==> config.mk <==
export PLATFORM = sky130hd
export DESIGN_NAME = icache
export DESIGN_NICKNAME = d
export VERILOG_FILES = /design/src/rtl/icache_pkg.sv /design/src/rtl/icache_data_array.sv /design/src/rtl/icache.sv
export SDC_FILE = /design/constraint.sdc
export NUM_CORES = 2
export LEC_CHECK = 0
export CAP_MARGIN = 20
export CORE_ASPECT_RATIO = 0.6
export CORE_MARGIN = 2
export CORE_UTILIZATION = 50
export CTS_CLUSTER_SIZE = 16
export DETAILED_ROUTE_END_ITERATION = 10
export GPL_ROUTABILITY_DRIVEN = 0
export PLACE_DENSITY_LB_ADDON = 0.08
export SYNTH_ARGS = -nofsm -noshare
export SYNTH_HDL_FRONTEND = slang
export SYNTH_SLANG_ARGS = --single-unit
==> constraint.sdc <==
create_clock -name clk -period 9.55 [get_ports clk]
set_input_delay 0.955 -clock clk [delete_from_list [all_inputs] [get_ports clk]]
set_output_delay 0.955 -clock clk [all_outputs]
set_load 0.1 [all_outputs]
==> src/rtl/icache_pkg.sv <==
// rtl/icache_pkg.sv - shared constants, state enum and address-field helpers for icache
package icache_pkg;

    localparam logic [1:0] BURST_INCR  = 2'b01;
    localparam logic [1:0] RESP_OKAY   = 2'b00;
    localparam logic [1:0] RESP_SLVERR = 2'b10;
    localparam logic [2:0] SIZE_4B     = 3'b010;

    typedef enum logic [2:0] {
        ST_IDLE,
        ST_LOOKUP,
        ST_MISS_AR,
        ST_MISS_R,
        ST_RESP
    } state_t;

    // Word-offset field width within a line
    function automatic int off_w(input int line_words);
        return $clog2(line_words);
    endfunction

    // Set-index field width
    function automatic int idx_w(input int nsets);
        return $clog2(nsets);
    endfunction

    // Tag width: whatever remains above index, offset and byte bits
    function automatic int tag_w(input int nsets, input int line_words);
        return 32 - 2 - $clog2(line_words) - $clog2(nsets);
    endfunction

endpackage

==> src/rtl/icache_data_array.sv <==
// rtl/icache_data_array.sv - line data storage, one sync write port, one combinational read port
module icache_data_array
    import icache_pkg::*;
#(
    parameter int NSETS      = 16,
    parameter int LINE_WORDS = 4
) (
    input  logic                          clk,
    input  logic                          wen,
    input  logic [idx_w(NSETS)-1:0]       wr_idx,
    input  logic [off_w(LINE_WORDS)-1:0]  wr_word,
    input  logic [31:0]                   wr_data,
    input  logic [idx_w(NSETS)-1:0]       rd_idx,
    input  logic [off_w(LINE_WORDS)-1:0]  rd_word,
    output logic [31:0]                   rd_data
);

    logic [31:0] mem [NSETS*LINE_WORDS];

    // Refill beats land here one word per cycle
    always_ff @(posedge clk) begin
        if (wen) begin
            mem[{wr_idx, wr_word}] <= wr_data;
        end
    end

    // Lookup reads the addressed word without waiting a cycle
    always_comb begin
        rd_data = mem[{rd_idx, rd_word}];
    end

endmodule

==> src/rtl/icache.sv <==
// rtl/icache.sv - direct-mapped read-only instruction cache; ICACHE_FENCEI_EN adds fence_i invalidation
module icache
    import icache_pkg::*;
#(
    parameter int NSETS      = 16,
    parameter int LINE_WORDS = 4
) (
    input  logic        clk,
    input  logic        rst,
    input  logic        s_arvalid,
    output logic        s_arready,
    input  logic [31:0] s_araddr,
    input  logic [3:0]  s_arid,
    input  logic [7:0]  s_arlen,
    input  logic [2:0]  s_arsize,
    input  logic [1:0]  s_arburst,
    output logic        s_rvalid,
    input  logic        s_rready,
    output logic [31:0] s_rdata,
    output logic [1:0]  s_rresp,
    output logic        s_rlast,
    output logic [3:0]  s_rid,
    output logic        m_arvalid,
    input  logic        m_arready,
    output logic [31:0] m_araddr,
    output logic [3:0]  m_arid,
    output logic [7:0]  m_arlen,
    output logic [2:0]  m_arsize,
    output logic [1:0]  m_arburst,
    input  logic        m_rvalid,
    output logic        m_rready,
    input  logic [31:0] m_rdata,
    input  logic [1:0]  m_rresp,
    input  logic        m_rlast,
`ifdef ICACHE_FENCEI_EN
    input  logic        fence_i,
`endif
    input  logic [3:0]  m_rid
);

    localparam int OFF_W = off_w(LINE_WORDS);
    localparam int IDX_W = idx_w(NSETS);
    localparam int TAG_W = tag_w(NSETS, LINE_WORDS);
    localparam int LO_W  = OFF_W + 2;

    state_t              state_q, state_d;
    logic [31:0]         addr_q;
    logic [OFF_W-1:0]    cnt_q;
    logic                err_q;
    logic [31:0]         rdata_q;
    logic [NSETS-1:0]    valid_q;
    logic [TAG_W-1:0]    tag_q [NSETS];

    logic [OFF_W-1:0]    addr_off;
    logic [IDX_W-1:0]    addr_idx;
    logic [TAG_W-1:0]    addr_tag;
    logic                hit;
    logic                beat;
    logic                err_next;
    logic                fence_clear;
    logic [31:0]         rd_word;

    assign addr_off = addr_q[LO_W-1:2];
    assign addr_idx = addr_q[LO_W+IDX_W-1:LO_W];
    assign addr_tag = addr_q[31:LO_W+IDX_W];
    assign hit      = valid_q[addr_idx] && (tag_q[addr_idx] == addr_tag);
    assign beat     = (state_q == ST_MISS_R) && m_rvalid;
    assign err_next = err_q | (|m_rresp);

`ifdef ICACHE_FENCEI_EN
    logic fence_pend_q;

    // A fence seen while busy waits for the next IDLE cycle
    assign fence_clear = (state_q == ST_IDLE) && (fence_i || fence_pend_q);

    // Remember fences that arrive outside IDLE
    always_ff @(posedge clk) begin
        if (rst) begin
            fence_pend_q <= 1'b0;
        end else if (fence_clear) begin
            fence_pend_q <= 1'b0;
        end else if (fence_i) begin
            fence_pend_q <= 1'b1;
        end
    end
`else
    assign fence_clear = 1'b0;
`endif

    icache_data_array #(
        .NSETS      (NSETS),
        .LINE_WORDS (LINE_WORDS)
    ) u_data (
        .clk     (clk),
        .wen     (beat),
        .wr_idx  (addr_idx),
        .wr_word (cnt_q),
        .wr_data (m_rdata),
        .rd_idx  (addr_idx),
        .rd_word (addr_off),
        .rd_data (rd_word)
    );

    // State register
    always_ff @(posedge clk) begin
        if (rst) begin
            state_q <= ST_IDLE;
        end else begin
            state_q <= state_d;
        end
    end

    // Next state and state-decoded handshake outputs
    always_comb begin
        state_d   = state_q;
        s_arready = 1'b0;
        m_arvalid = 1'b0;
        m_rready  = 1'b0;
        s_rvalid  = 1'b0;
        case (state_q)
            ST_IDLE: begin
                s_arready = !rst && !fence_clear;
                if (s_arvalid && s_arready) begin
                    state_d = ST_LOOKUP;
                end
            end
            ST_LOOKUP: begin
                state_d = hit ? ST_RESP : ST_MISS_AR;
            end
            ST_MISS_AR: begin
                m_arvalid = 1'b1;
                if (m_arready) begin
                    state_d = ST_MISS_R;
                end
            end
            ST_MISS_R: begin
                m_rready = 1'b1;
                if (m_rvalid && m_rlast) begin
                    state_d = ST_RESP;
                end
            end
            ST_RESP: begin
                s_rvalid = 1'b1;
                if (s_rready) begin
                    state_d = ST_IDLE;
                end
            end
            default: begin
                state_d = ST_IDLE;
            end
        endcase
    end

    // Request latch, response word, refill counter, error flag and line valid bits
    always_ff @(posedge clk) begin
        if (rst) begin
            addr_q  <= '0;
            cnt_q   <= '0;
            err_q   <= 1'b0;
            rdata_q <= '0;
            valid_q <= '0;
        end else begin
            if (fence_clear) begin
                valid_q <= '0;
            end
            case (state_q)
                ST_IDLE: begin
                    if (s_arvalid && s_arready) begin
                        addr_q <= s_araddr;
                    end
                end
                ST_LOOKUP: begin
                    if (hit) begin
                        rdata_q <= rd_word;
                    end
                end
                ST_MISS_R: begin
                    if (m_rvalid) begin
                        cnt_q <= cnt_q + 1'b1;
                        err_q <= err_next;
                        if (cnt_q == addr_off) begin
                            rdata_q <= m_rdata;
                        end
                        if (m_rlast && !err_next) begin
                            valid_q[addr_idx] <= 1'b1;
                        end
                    end
                end
                ST_RESP: begin
                    if (s_rready) begin
                        cnt_q <= '0;
                        err_q <= 1'b0;
                    end
                end
                default: begin
                end
            endcase
        end
    end

    // Tags need no reset; they only matter once the valid bit is set
    always_ff @(posedge clk) begin
        if (beat && m_rlast && !err_next) begin
            tag_q[addr_idx] <= addr_tag;
        end
    end

    assign s_rdata   = rdata_q;
    assign s_rresp   = err_q ? RESP_SLVERR : RESP_OKAY;
    assign s_rlast   = s_rvalid;
    assign s_rid     = 4'd0;
    assign m_araddr  = {addr_q[31:LO_W], {LO_W{1'b0}}};
    assign m_arid    = 4'd0;
    assign m_arlen   = 8'(LINE_WORDS - 1);
    assign m_arsize  = SIZE_4B;
    assign m_arburst = BURST_INCR;

    logic unused_inputs;
    assign unused_inputs = ^{s_arid, s_arlen, s_arsize, s_arburst, m_rid, addr_q[1:0]};

endmodule

==> summary.txt <==
OUTCOME
---------------------------------------------------------------------------------
Outcome                                                              finished clean

CLOCK NETWORK
---------------------------------------------------------------------------------
Number of sinks driven by the clock tree                                     2522
Setup bufs post-CTS                                                             0
Count of cells resized by post-cts repair                                       0
Inserted Clock Buffers                                                        229
Longest Clk Path Bufs                                                           4
TritonCTS clock tree                                                         done
CTS Hold Buffers Added                                                          0
Clock slew seen by the registers of the worst setup and hold paths        0.07 ns
CTS H-Tree Depth                                                                4
Root buf cell                                                           clkbuf_16
Worst-skew pair later-pin latency                                         0.87 ns

ROUTE
---------------------------------------------------------------------------------
Per-cell routed wire length                                               35.2 um
DRT iter0 DRCs                                                               6838
Count of nets left with antenna violations after detail routing                 0
First-pass iteration count of the detailed router                               6
Sum of routed wire length over all layers                                  262 mm
Via count                                                                   47.5k
DRC                                                                             0
Via density per instance                                                     6.36

CELLS AND AREA
---------------------------------------------------------------------------------
Fin util                                                                    0.564
Area growth from synthesis to layout                                        12.0%
Net count of the finished layout                                             4778
Final Non-Filler Cells                                                       7461
Share of post-route cells with drive strength above 1                       0.271
Final non-filler cell area                                            109000 um^2

YOSYS
---------------------------------------------------------------------------------
Ys async rst share                                                              0
Synthesized area                                                       97700 um^2
Flop and latch count out of synthesis                                        2522
Top cells by count, synth                                            edfxtp_1, mux4_2, mux2i_1, nor2_1, nand2_1
Proportion of netlist area held by the largest area contributor             0.747
Top post-synthesis cells by area                                     edfxtp_1, mux4_2, dfxtp_1
Unique masters post-synth                                                      69
Fraction of the yosys area taken by sequential cells                        0.766
Number of synthesis warnings                                                    0
Synth area leader                                                        edfxtp_1
Dominant cell by count in the synthesized netlist                        edfxtp_1
Most used flip-flop cell after synthesis                                 edfxtp_1
Gate count after technology mapping                                          4417
Count of flip-flops with a built-in enable after synthesis                   2432
Syn_area_per_cell                                                       22.1 um^2

GRT
---------------------------------------------------------------------------------
Global-route congestion overflow total                                          0
Initial antenna violation count                                                 8
Largest net degree at the start of global routing                             104
All-Layer GR Usage                                                          0.263
First-pass GRT wire length                                                 365 mm
Vias in the first global route                                              45.8k

PWR
---------------------------------------------------------------------------------
Worst voltage drop across the vdd grid                                 0.000184 V
Ratio of total power to cell area                                     207 nW/um^2
Final Power                                                               22.7 mW
P_leak                                                                    33.5 nW

TIMING
---------------------------------------------------------------------------------
Final setup TNS                                                              0 ns
Headroom to the max-slew limit                                              0.179
Final setup violating endpoints                                                 0
Worst Max-Slew Pin Slew                                                   1.23 ns
Timing-limited maximum frequency                                          183 MHz
Setup Skew                                                              0.0319 ns
Fin crit share                                                              0.574
Hold Vio Cnt, Final                                                             0
RSZ-0062 raised after global routing                                        false
Fin worst setup slack                                                     4.07 ns
Number of max-slew violations in the final report                               0
Minimum clock period                                                      5.48 ns
Worst slack on hold paths                                                0.456 ns

CRITICAL PATH
---------------------------------------------------------------------------------
Kind of end point of the critical path                                  flip-flop
Critical Path, Cell by Cell                                          buf_4, nor2b_1, a22o_1, a221oi_1, mux2_2, o221ai_1, nor4_2, nand4_1, nand2b_2, buf_4, mux2_2
Worst stage delay on the critical path                                    0.95 ns
Data arrival time of the worst path                                       6.24 ns
Crit-path leading delay family                                       compound AO/OA/AOI/OAI gates
Largest fanout of any net on the critical path                                 33
Buffer and inverter count on the worst path                                     2
Slowest library cell on the worst path                                   a221oi_1
Startpoint-to-endpoint class of the critical path                    flip-flop to flip-flop
Req. time, crit path                                                     10.31 ns
Startpoint type of the worst setup path                                 flip-flop

FLOORPLAN
---------------------------------------------------------------------------------
Vertical die dimension                                                     346 um
Die extent in x                                                            575 um
IO Pins                                                                       186
Number of core rows                                                           125
Starting density of the core                                                0.504
Core Region                                                           194000 um^2
Die area                                                              199000 um^2

FLOW RUN
---------------------------------------------------------------------------------
Reported max-cap violation count                                                0

PLACED DESIGN
---------------------------------------------------------------------------------
Cell Count Post-Placement                                                    7053
Count of input and output buffers                                             136
HPWL Detailed                                                              143 mm
Post-placement worst setup slack                                          4.12 ns
Area after DPL                                                        103000 um^2

MIN PATH
---------------------------------------------------------------------------------
Hold WC Path Type                                                    primary input to flip-flop

==> worst register-to-register path: cells and delay by family, from the launching register on <==
family | cells | cell delay, ns
muxes | 2 | 0.85
buffers and inverters | 2 | 1.19
DFF | 1 | 0.68
and+or+nand+nor | 4 | 1.17
AOI/OAI and AO/OA | 3 | 1.48
==> per-layer routing <==
| layer | share of wire | wire length (um) | track usage |
|---|---|---|---|
| met2 | 0.43 | 113000 | 0.367 |
| met3 | 0.091 | 23900 | 0.0518 |
| met5 | 0.000050 | 13 | 0 |
| met1 | 0.46 | 121000 | 0.430 |
| met4 | 0.018 | 4840 | 0.0524 |
==> sequential cells by signal, indices dropped and copies added, names as in the netlist, named ones only <==
name / count
addr_q: 30
s_rdata: 32
state_q: 3
u_data.mem: 2048
err_q: 1
valid_q: 16
tag_q: 384
cnt_q: 2
==> area by class of cell <==
cell class / count / area, um^2
clock buffers: 297 / 6080
well taps: 2603 / 3260
fillers: 14383 / 84500
diodes: 1 / 2.50
repair buffers: 319 / 2710
clock inverters: 107 / 727
flip-flops and latches: 2522 / 74900
inverters: 17 / 68.8
multi-input cells: 1595 / 21700
==> worst paths after layout <==
check / start / endpoint / slack (ns) / depth (start not counted)
min reg2reg: valid_q[9]$_SDFFE_PP0P_ / valid_q[9]$_SDFFE_PP0P_ / 0.47 / 2
min: m_rdata[20] / u_data.mem[0][20]$_DFFE_PP_ / 0.46 / 1
max: flip-flop / s_rdata[8]$_SDFFE_PP0P_ / 4.07 / 11
max reg2reg: flip-flop / s_rdata[8]$_SDFFE_PP0P_ / 4.07 / 11
==> cell families after synthesis <==
kind of cell	Yosys count	synth area share
other	2	0.0000768
AND/OR/NAND/NOR	431	0.0215
AO/OA/AOI/OAI	239	0.0188
multiplexers	863	0.172
XOR/XNOR	36	0.00323
buffers and inverters	324	0.0186
flip-flops	2522	0.766
==> report_power, final <==
group / switching (mW) / total (mW) / internal, mW
Combinational: 1.11 / 1.78 / 0.675
Clock: 3.97 / 8.65 / 4.68
Sequential: 0.0948 / 12.2 / 12.1
==> placed cells by master (no fill, tap or decap), types with 32 or more instances in the layout <==
cell / instances
buf_2: 32
nand3b_1: 32
nor2_1: 72
clkdlybuf4s50_1: 101
nand2_1: 114
mux2i_1: 180
clkinv_2: 38
edfxtp_1: 2432
clkinv_1: 48
nor2_4: 56
a211oi_1: 42
clkbuf_1: 63
buf_4: 172
dfxtp_1: 83
clkbuf_16: 233
mux4_2: 647
(Power assumes the default switching activity.)
